===== src/rtl/cht_word_deserializer.sv =====
// cht_word_deserializer: rebuilds WIDTH-bit words from a serial bit stream.
// Bits arrive on a bit_valid/bit_ready handshake. Assembled words leave on a
// word_valid/word_ready handshake. Shift direction is latched on the first
// bit of each word.
// Optional feature macro: CHT_DESER_PARITY_EN. When it is defined, each word is
// followed by an even-parity bit and parity_err reports the check result.
//
// Handshake semantics (both ports): a transfer happens on a rising clock edge
// where valid & ready are both 1. Once valid is raised it stays high, with its
// data stable, until that transfer. clr is the one exception: it drops a
// pending word without a transfer.
module cht_word_deserializer #(
  parameter int WIDTH   = 16,
  parameter int STALL_W = 8
) (
  input  logic               clk,
  input  logic               rst_n,
  input  logic               clr,
  input  logic               msb_first,
  input  logic               bit_valid,
  input  logic               bit_in,
  output logic               bit_ready,
  output logic               word_valid,
  output logic [WIDTH-1:0]   word_data,
  input  logic               word_ready,
  output logic [STALL_W-1:0] stall_cnt,
  output logic               parity_err
);

  localparam int CW = $clog2(WIDTH + 1);

  typedef enum logic [1:0] {
    IDLE = 2'd0,
    DATA = 2'd1,
    PAR  = 2'd2
  } state_t;

  state_t             state_q, state_d;
  logic [WIDTH-1:0]   shreg_q, shreg_d;
  logic [WIDTH-1:0]   word_data_q, word_data_d;
  logic [CW-1:0]      count_q, count_d;
  logic               dir_q, dir_d;
  logic               word_valid_q, word_valid_d;
  logic [STALL_W-1:0] stall_q, stall_d;
  logic               perr_q, perr_d;

  logic               commit_bit;
  logic               accept;
  logic               dir_use;
  logic [WIDTH-1:0]   shreg_nx;

  // Stall decode: is the next accepted bit the one that commits a word?
  always_comb begin
`ifdef CHT_DESER_PARITY_EN
    commit_bit = (state_q == PAR);
`else
    commit_bit = (state_q == DATA) && (count_q == CW'(WIDTH - 1));
`endif
    // Only the commit bit waits, so exactly one finished word is buffered.
    // A clear or reset always takes the offered bit, and that bit is then dropped.
    bit_ready = !rst_n || clr || !(commit_bit && word_valid_q && !word_ready);
    accept    = bit_valid && bit_ready && !clr;
    dir_use   = (state_q == IDLE) ? msb_first : dir_q;
    shreg_nx  = dir_use ? {shreg_q[WIDTH-2:0], bit_in} : {bit_in, shreg_q[WIDTH-1:1]};
  end

  // Next-state logic: FSM, shift register, output word and stall counter.
  always_comb begin
    state_d      = state_q;
    shreg_d      = shreg_q;
    word_data_d  = word_data_q;
    count_d      = count_q;
    dir_d        = dir_q;
    word_valid_d = word_valid_q;
    stall_d      = stall_q;
    perr_d       = perr_q;

    if (word_valid_q && word_ready) word_valid_d = 1'b0;

    if (bit_valid && !bit_ready && !(&stall_q)) stall_d = stall_q + 1'b1;

    if (accept) begin
      unique case (state_q)
        IDLE: begin
          dir_d   = msb_first;
          shreg_d = shreg_nx;
          count_d = CW'(1);
          state_d = DATA;
        end
        DATA: begin
          shreg_d = shreg_nx;
          count_d = count_q + 1'b1;
          if (count_q == CW'(WIDTH - 1)) begin
            count_d = '0;
`ifdef CHT_DESER_PARITY_EN
            state_d = PAR;
`else
            word_data_d  = shreg_nx;
            word_valid_d = 1'b1;
            state_d      = IDLE;
`endif
          end
        end
        PAR: begin
          // Even parity: the data bits plus the parity bit must XOR to 0.
          word_data_d  = shreg_q;
          word_valid_d = 1'b1;
          perr_d       = ^{shreg_q, bit_in};
          state_d      = IDLE;
        end
        default: state_d = IDLE;
      endcase
    end

    if (clr) begin
      state_d      = IDLE;
      shreg_d      = '0;
      word_data_d  = '0;
      count_d      = '0;
      dir_d        = 1'b0;
      word_valid_d = 1'b0;
      stall_d      = '0;
      perr_d       = 1'b0;
    end
  end

  // State registers with synchronous active-low reset.
  always_ff @(posedge clk) begin
    if (!rst_n) begin
      state_q      <= IDLE;
      shreg_q      <= '0;
      word_data_q  <= '0;
      count_q      <= '0;
      dir_q        <= 1'b0;
      word_valid_q <= 1'b0;
      stall_q      <= '0;
      perr_q       <= 1'b0;
    end else begin
      state_q      <= state_d;
      shreg_q      <= shreg_d;
      word_data_q  <= word_data_d;
      count_q      <= count_d;
      dir_q        <= dir_d;
      word_valid_q <= word_valid_d;
      stall_q      <= stall_d;
      perr_q       <= perr_d;
    end
  end

  assign word_valid = word_valid_q;
  assign word_data  = word_data_q;
  assign stall_cnt  = stall_q;
`ifdef CHT_DESER_PARITY_EN
  assign parity_err = perr_q;
`else
  assign parity_err = 1'b0;
`endif

endmodule


===== config.mk =====
export PLATFORM = sky130hd
export DESIGN_NAME = cht_word_deserializer
export DESIGN_NICKNAME = d
export VERILOG_FILES = /design/src/rtl/cht_word_deserializer.sv
export SDC_FILE = /design/constraint.sdc
export NUM_CORES = 1
export LEC_CHECK = 0
export CORE_MARGIN = 2
export CORE_UTILIZATION = 48
export CTS_CLUSTER_DIAMETER = 30
export CTS_CLUSTER_SIZE = 16
export DETAILED_ROUTE_END_ITERATION = 16
export PLACE_DENSITY = 0.87
export REMOVE_ABC_BUFFERS = 1
export SLEW_MARGIN = 20
export SYNTH_ARGS = -nofsm -noshare
export SYNTH_HDL_FRONTEND = slang
export SYNTH_SLANG_ARGS = --single-unit

===== constraint.sdc =====
create_clock -name clk -period 1.9 [get_ports clk]
set_clock_uncertainty 0.2 [all_clocks]
set_input_delay 0.285 -clock clk [delete_from_list [all_inputs] [get_ports clk]]
set_output_delay 0.285 -clock clk [all_outputs]
set_load 0.1 [all_outputs]

Yosys cells after proc, flatten, opt, wreduce, memory -nomap -nowiden
Index checks and enable logic that the tools add are counted.
{"block": "word_totals", "regBits": 49, "output_inout_bits": 27}
{"block": "classes", "mux": 12, "n_bitwise": 1, "n_eq_ne": 4, "addsub": 2, "n_reduce_logical": 26}
{"op": "$mux 16", "n": 2}
{"op": "$pmux 16 s2", "n": 1}
{"op": "$pmux 5 s2", "n": 1}
{"op": "$add 8x1->8 const B", "n": 1}
{"op": "$logic_and 1x1->1", "n": 8}
{"op": "$reduce_and 8->1", "n": 1}
{"op": "$logic_not 1->1", "n": 6}
{"op": "$reduce_and 2->1", "n": 3}
{"op": "$add 5x1->5 const B", "n": 1}
{"op": "$eq 5x4->1 const B", "n": 1}
{"op": "$mux 5", "n": 1}
{"op": "$mux 1", "n": 4}
{"op": "$pmux 2 s2", "n": 1}
{"op": "$reduce_bool 2->1", "n": 2}
{"op": "$reduce_or 2->1", "n": 2}
{"op": "$reduce_and 3->1", "n": 1}
{"op": "$eq 2x1->1 const B", "n": 1}
{"op": "$eq 2x2->1 const B", "n": 1}
{"op": "$logic_not 2->1", "n": 1}
{"op": "$logic_or 1x1->1", "n": 2}
{"op": "$mux 2", "n": 1}
{"op": "$ne 2x1->1 const B", "n": 1}
{"op": "$pmux 1 s2", "n": 1}
{"op": "$not 1->1", "n": 1}

Logic depth before layout (Yosys ltp)
Gate-level depths: netlist of the first run.
{"block": "logic_depth", "depth_word": 9, "mapped_depth": 8, "ltp_nobuf": 5}

Worst setup path before layout of the first run
Ideal clock, no wire load.
{"block": "synth_path", "path_type": "register -> register", "from": "register word_valid_q (netlist: word_valid)", "to": "register stall_q[6] (netlist: stall_cnt[6])", "n_path_buf": 0, "path_slack_ps": -1260, "arrival_time_ps": 2873, "t_required_ps": 1613, "period_less_slack_ps": 3160, "stages_incl_launch_ff": 5, "cell_sequence": "dfxtp_1 -> and4bb_1 -> nand3_1 -> o31a_1 -> a211oi_1"}
{"block": "synth_via", "elab_chain_len": 7}
{"element": "from (decl)", "line_no": "43", "source": "logic word_valid_q, word_valid_d;"}
{"element": "from (signal assigned)", "line_no": "144", "source": "word_valid_q <= word_valid_d;"}
{"element": "$logic_and 1x1->1 (2 in series)", "line_no": "61", "source": "bit_ready = !rst_n || clr || !(commit_bit && word_valid_q && !word_ready);"}
{"element": "$logic_not 1->1", "line_no": "61"}
{"element": "$logic_or 1x1->1", "line_no": "61"}
{"element": "net bit_ready", "line_no": "22", "source": "output logic bit_ready,"}
{"element": "$logic_not 1->1", "line_no": "80", "source": "if (bit_valid && !bit_ready && !(&stall_q)) stall_d = stall_q + 1'b1;"}
{"element": "$logic_and 1x1->1 (2 in series)", "line_no": "80"}
{"element": "to (signal assigned)", "line_no": "145", "source": "stall_q <= stall_d;"}
{"element": "to (decl)", "line_no": "44", "source": "logic [STALL_W-1:0] stall_q, stall_d;"}
The timed path passes the listed nets, and every way through them passes these cells.
A chain may end at the register's enable or synchronous reset.

Worst setup path after layout of the first run
{"block": "layout_path", "from": "register count_q[0]", "to": "output port bit_ready"}
{"block": "layout_via", "elab_chain_len": 6}
{"element": "from (decl)", "line_no": "41", "source": "logic [CW-1:0] count_q, count_d;"}
{"element": "from (signal assigned)", "line_no": "142", "source": "count_q <= count_d;"}
{"element": "$eq 5x4->1", "line_no": "57", "source": "commit_bit = (state_q == DATA) && (count_q == CW'(WIDTH - 1));"}
{"element": "$logic_and 1x1->1", "line_no": "57"}
{"element": "$logic_and 1x1->1 (2 in series)", "line_no": "61"}
{"element": "$logic_not 1->1", "line_no": "61"}
{"element": "$logic_or 1x1->1", "line_no": "61"}
{"element": "to (decl)", "line_no": "22"}
No other way between the ends.

==> results of run 1 <==
## area by class of cell
| type | instances | area share, % |
|---|---|---|
| flip-flops and latches | 48 | 28.5 |
| well taps | 52 | 1.92 |
| inverters | 3 | 0.332 |
| clock inverters | 3 | 1.26 |
| clock buffers | 5 | 2.03 |
| multi-input cells | 156 | 36.7 |
| repair buffers | 73 | 29.3 |
## tightest hold or removal path: stages (launching register included)
cell and delay [ns]:
dfxtp_1 0.33, nand3_1 0.09, a41oi_2 0.04
## Yosys cell counts (2+ instances only)
cell type	n	share of area, %
dfxtp_1	48	45
nor2_1	20	3.5
nand2_1	19	3.3
mux2i_1	16	7.5
o21ai_0	15	3.5
a211oi_2	10	5.8
nand3_1	9	2.1
a211oi_1	8	2.8
a21oi_1	6	1.4
o21ai_1	6	1.4
buf_4	5	1.8
nand2b_1	5	1.5
o31ai_1	5	1.8
buf_2	4	0.93
clkbuf_1	4	0.70
nand4_1	4	1.2
o211ai_1	4	1.4
buf_6	3	1.6
inv_1	3	0.53
and2b_1	2	0.70
ha_1	2	1.2
or4_1	2	0.70
## state kept, by name, summed over array words and instances, names as in the netlist
| name | flops |
|---|---|
| shreg_q | 16 |
| count_q | 5 |
| stall_cnt | 8 |
| dir_q | 1 |
| state_q | 1 |
| word_data | 16 |
| word_valid | 1 |
## metal layers
metal	track usage (%)	vias to the layer above	routed length (µm)
li1	-	949	-
met1	29.7	989	2660
met2	38.7	93	3340
met3	4.13	18	317
met4	10.9	0	167
met5	0	-	0
## worst max path at each step
stage               slack, ns      endpoint        from
finish                  -0.09     bit_ready  count_q[0]
detailed placement      -0.35    shreg_q[6]  word_ready
floorplan               -1.47    count_q[2]  word_valid
CTS                     -0.08    shreg_q[6]  count_q[0]
global route            -0.12     bit_ready  count_q[1]
global placement        -0.27  stall_cnt[2]  word_ready
## report_power, final
part | switching [W] | internal (W) | total, W
clock network | 0.000360 | 0.000390 | 0.000750
logic | 0.000121 | 0.0000975 | 0.000219
registers | 0.0000142 | 0.00102 | 0.00103
## cells by family (layout without fill, tap and decap cells)
group | Yosys count | count (layout)
flops | 48 | 48
buf+inv | 19 | 84
other cells | 1 | 1
fa+ha+maj | 2 | 2
compound gates | 63 | 63
mux | 18 | 18
simple gates | 72 | 72
## stage by stage
step / setup WS [ns] / area, µm²
floorplan: -1.47 / 2040
global placement: -0.272 / 2950
detailed placement: -0.350 / 2950
CTS: -0.0813 / 3220
global route: -0.123 / 3390
finish: -0.0853 / 3390
## timing repair
action,in CTS,in global routing
cloned,3,3
setup buffers,6,1
gates resized for setup,34,34
hold endpoints to repair,0,0
setup endpoints to repair,40,45
pin swaps,13,28
==> results.tsv, run 1 <==
stage	metric	value	unit
synth	synth-compound-area-share	22.2	%
timing	setup_ws	-0.0853	ns
global_routing	grt_pass1_wl	9.24	mm
worst_hold_path	min-delay-start	count_q[4]	
worst_setup_path	r2r_start	count_q[0]	
worst_setup_path	cp_top_family	simple AND/OR/NAND/NOR gates	
timing	hold_ws	0.291	ns
worst_setup_path	critical-path-max-stage-delay	0.37	ns
clock_tree	cts_hold_buffers	0	
clock_tree	root_buffer	clkbuf_8	
clock_tree	cts_tree	built	
floorplan	fp.dieH	70.8	µm
power	leakage	1.24	nW
final_layout	n_antenna_cell	0	
final_layout	layout_common_cells	dfxtp_1, buf_12, buf_4	
timing	fin_crit	1.99	ns
synth	synthSimpleGateAreaFrac	17.2	%
floorplan	initial_core_util	49.6	%
placement	gp_congestion	0.886	
route	first_pass_iters	5	
worst_setup_path	cp.required	1.41	ns
worst_setup_path	crit_path_end_kind	output pin	
worst_setup_path	cp_max_fo	4	
timing	hold_viol_final	0	
final_layout	regArea	965	µm²
worst_setup_path	reg2regPathDepth	6	
floorplan	io_pins	34	
placement	place.port_buffers	32	
timing	max_freq	0.504	GHz
final_layout	final_common_cell	dfxtp_1	
global_routing	grt_usage	23.4	%
synth	synth_edf_count	0	
global_routing	grt_pass1_vias	1912	
worst_setup_path	cp_num_cells	4	
worst_setup_path	worst-r2r-setup-slack	-0.06	ns
worst_hold_path	hold_depth	2	
synth	synth_adder_area_share	1.17	%
timing	finalSetupTns	-0.346	ns
worst_setup_path	r2r-end	stall_cnt[4]	
synth	synth_cell_types	45	
synth	synth_area	0.00214	mm²
worst_hold_path	hold_end	count_q[4]	
worst_setup_path	arrival	1.50	ns
placement	hpwl	3.68	mm
global_routing	antenna_found_initial	0	
clock_tree	cts_buffer_depth	2	
final_layout	multi_input_area	0.00124	mm²
power	vdd_drop_max	0.602	mV
final_layout	num-nets-final	296	
floorplan	core.rowCount	24	
final_layout	areaGrowthSynthToFinish	58.1	%
clock_tree	htree_levels	2	
status	status	finished with violations	
floorplan	core_area	0.00432	mm²
power	p_per_area	590	mW/mm²
run	cap_violations	0	
worst_setup_path	slowest_stage	dfxtp_2	
global_routing	grt_max_degree	19	
floorplan	dieArea	0.00502	mm²
timing	maxSlewViolCount	0	
route	avgRoutedWirePerCell	19.1	µm
synth	synth_mux_area_share	9.04	%
global_routing	grt_overflow	0	
synth	yosys_warnings	0	
synth	ys_ff_latch	48	
placement	place_inst	321	
worst_hold_path	min_path_type	flip-flop to flip-flop	
synth	synth-main-ff-cell	dfxtp_1	
synth	async_flop_share	0	%
timing	rsz0062_at_grt	yes	
route	dr_total_vias	2049	
route	ant_nets	0	
clock_tree	cts.clk_slew.worst_paths	0.09	ns
route	wl	6.48	mm
final_layout	instances_no_fill	340	
worst_setup_path	critPathKind	flip-flop to output pin	
final_layout	fill_cells	229	
status	violations	setup timing	
timing	finalCritPeriodShare	104	%
route	drt_iter0_drc	142	
power	power.total	0.00200	W
final_layout	drive_gt1_share	44.8	%
clock_tree	clock_sinks	48	
clock_tree	clkLatencyLatePin	0.32	ns
timing	setup_viol	9	
floorplan	die_w	70.8	µm
route	drc_errors	0	
route	via_per_inst	6.03	
synth	syn_avg_cell_area	9.62	µm²
synth	syn_inst	223	
synth	synth_seq_area_share	44.8	%
clock_tree	cts_buffers	5	
worst_setup_path	critPathLaunchType	flip-flop	
synth	synth_xor_area_share	0	%
worst_setup_path	path_cells	ha_4, and4b_2, nand3_2, buf_12	
worst_setup_path	crit_buf_inv	1	
final_layout	fin_util	78.4	%
synth	synth_top_family_by_area	compound AO/OA/AOI/OAI gates	
No activity file was read; power rests on OpenSTA's default activity.
==> inputs of run 2 (changes only) <==
- CORE_UTILIZATION: 48 -> 65
- DONT_BUFFER_PORTS: unset -> 1
- PLACE_DENSITY: 0.87 -> 0.93
- clock period: 1.9 -> 2.3 ns (I/O delays scaled with it)
==> results.tsv, run 2 (same netlist as run 1, synthesis figures left out) <==
stage	metric	value	unit	change
worst_setup_path	cp_max_fo	17		was 4
route	drt_iter0_drc	154		was 142
worst_setup_path	r2r-end	shreg_q[9]		was stall_cnt[4]
placement	place.port_buffers	0		was 32
route	drc_errors	0		unchanged
worst_setup_path	critPathLaunchType	flip-flop		unchanged
worst_setup_path	r2r_start	count_q[0]		unchanged
final_layout	areaGrowthSynthToFinish	20.6	%	was 58.1%
power	leakage	0.975	nW	was 1.24 nW
route	via_per_inst	6.48		was 6.03
run	cap_violations	0		unchanged
floorplan	core_area	0.00310	mm²	was 0.00432 mm²
timing	finalCritPeriodShare	101	%	
clock_tree	cts_hold_buffers	0		unchanged
global_routing	grt_overflow	0		unchanged
clock_tree	clkLatencyLatePin	0.37	ns	was 0.32 ns
worst_setup_path	arrival	2.39	ns	was 1.50 ns
worst_setup_path	crit_path_end_kind	flip-flop		was output pin
clock_tree	cts_tree	built		unchanged
floorplan	io_pins	34		unchanged
timing	max_freq	0.432	GHz	
timing	max_slew_margin	61.7	%	
global_routing	grt_usage	29.8	%	was 23.4%
worst_hold_path	hold_end	count_q[4]		unchanged
worst_setup_path	worst-r2r-setup-slack	-0.02	ns	was -0.06 ns
power	vdd_drop_max	0.729	mV	was 0.602 mV
global_routing	grt_pass1_wl	8.26	mm	was 9.24 mm
floorplan	initial_core_util	69.1	%	was 49.6%
floorplan	fp.dieH	61.4	µm	was 70.8 µm
worst_setup_path	slowest_stage	a311oi_4		was dfxtp_2
timing	hold_viol_final	0		unchanged
power	internal-power	0.00134	W	was 0.00150 W
final_layout	n_antenna_cell	0		unchanged
final_layout	layout_common_cells	dfxtp_1, buf_4, nor2_1		was dfxtp_1, buf_12, buf_4
power	clock_power_share	42.5	%	was 37.5%
timing	maxSlewViolCount	0		unchanged
status	status	finished with violations		unchanged
clock_tree	cts.clk_slew.worst_paths	0.14	ns	was 0.09 ns
route	wl	5.56	mm	was 6.48 mm
route	dr_total_vias	1943		was 2,049
timing	setup_ws	-0.0169	ns	was -0.0853 ns
worst_hold_path	min_path_type	input port to flip-flop		was flip-flop to flip-flop
placement	hpwl	3.46	mm	was 3.68 mm
final_layout	final_common_cell	dfxtp_1		unchanged
worst_setup_path	critical-path-max-stage-delay	0.49	ns	was 0.37 ns
worst_setup_path	reg2regPathDepth	7		was 6
worst_hold_path	hold_depth	3		was 2
timing	setup_viol	1		was 9
clock_tree	clock_sinks	48		unchanged
power	p_sw_share	21.4	%	was 24.8%
clock_tree	cts_buffer_depth	2		unchanged
global_routing	grt_max_degree	34		was 19
timing	fin_crit	2.32	ns	
global_routing	grt_pass1_vias	1808		was 1,912
floorplan	dieArea	0.00377	mm²	was 0.00502 mm²
timing	tightestPinTransition	0.572	ns	
clock_tree	htree_levels	2		unchanged
route	first_pass_iters	5		unchanged
worst_setup_path	path_cells	ha_2, and4b_2, buf_4, a311oi_4, buf_12, nor2_1, a211oi_1		was ha_4, and4b_2, nand3_2, buf_12
power	seqPwrFrac	50.0	%	was 51.6%
status	violations	setup timing		unchanged
clock_tree	root_buffer	clkbuf_4		was clkbuf_8
placement	gp_congestion	0.881		was 0.886
timing	hold_ws	0.0199	ns	was 0.291 ns
worst_setup_path	cp.required	2.38	ns	was 1.41 ns
power	p_per_area	658	mW/mm²	was 590 mW/mm²
floorplan	die_w	61.4	µm	was 70.8 µm
route	avgRoutedWirePerCell	18.5	µm	was 19.1 µm
floorplan	core.rowCount	20		was 24
power	power_frac_comb	7.5	%	was 10.9%
final_layout	fill_cells	173		was 229
final_layout	drive_gt1_share	26.6	%	was 44.8%
power	p_sw	0.000364	W	was 0.000495 W
final_layout	num-nets-final	264		was 296
final_layout	fin_util	83.3	%	was 78.4%
clock_tree	cts_buffers	5		unchanged
worst_hold_path	min-delay-start	bit_valid		was count_q[4]
route	ant_nets	0		unchanged
worst_setup_path	critPathKind	flip-flop to flip-flop		was flip-flop to output pin
global_routing	antenna_found_initial	0		unchanged
## run 2: area by class of cell
class / instances / area, µm² / area share, %
Clock buffer: 5 / 37.5 / 1.45
Clock inverter: 3 / 90.1 / 3.48
Inverter: 3 / 11.3 / 0.435
Multi-Input combinational cell: 156 / 1090 / 42.2
Sequential cell: 48 / 962 / 37.2
Tap cell: 44 / 55.1 / 2.13
Timing Repair Buffer: 41 / 338 / 13.1
## run 2: how the worst max path moves through the flow
stage          startpoint            to  slack [ns]  depth (start not counted)
3_3_place_gp   count_q[0]  stall_cnt[4]        0.17                          5
3_5_place_dp   count_q[0]  stall_cnt[4]        0.01                          5
6_report       count_q[0]    shreg_q[9]       -0.02                          7
4_1_cts        count_q[0]     bit_ready       0.004                          4
5_1_grt        count_q[0]    shreg_q[9]       -0.06                          7
2_1_floorplan  word_valid    count_q[2]       -1.07                          4
## run 2: per-layer routing
metal | vias to the layer above | share of wire, % | global-route usage [%]
met5 | - | 0 | 0
met2 | 115 | 49 | 48.0
met4 | 0 | 3.9 | 14.3
met3 | 28 | 6.9 | 9.45
met1 | 915 | 41 | 36.0
li1 | 885 | - | -
## run 2: power by group through the flow
stage	clock, W	sequential [W]	combinational, W
2_1_floorplan	0	0.000867	0.0000816
3_3_place_gp	0	0.000868	0.000103
3_5_place_dp	0	0.000869	0.000109
4_1_cts	0.000719	0.000851	0.000110
5_1_grt	0.000756	0.000853	0.000134
6_report	0.000723	0.000851	0.000127
## run 2: repair_timing
action	in CTS	in global routing
pin swaps	1	3
gates cloned	0	1
gates resized for setup	1	3
endpoints found under the setup margin	2	36
buffers inserted	2	5
## run 2: worst max-delay path: cells and delay by family (launching register included)
family	cells	cell delay (ns)
adders and majority gates	1	0.21
DFF	1	0.37
and+or+nand+nor	2	0.30
AOI/OAI and AO/OA	2	0.75
buffers and inverters	2	0.39
## run 2: metrics by stage
stage               setup TNS (ns)  instances  worst slack (ns)  cell area, µm²  power (W)
floorplan                   -21.06        207             -1.07            2040   0.000949
global placement                 0        284             0.169            2360   0.000971
detailed placement               0        284            0.0129            2360   0.000978
finish                     -0.0169        300           -0.0169            2590    0.00170
CTS                              0        294           0.00387            2510    0.00168
global route                -0.253        300           -0.0638            2590    0.00174
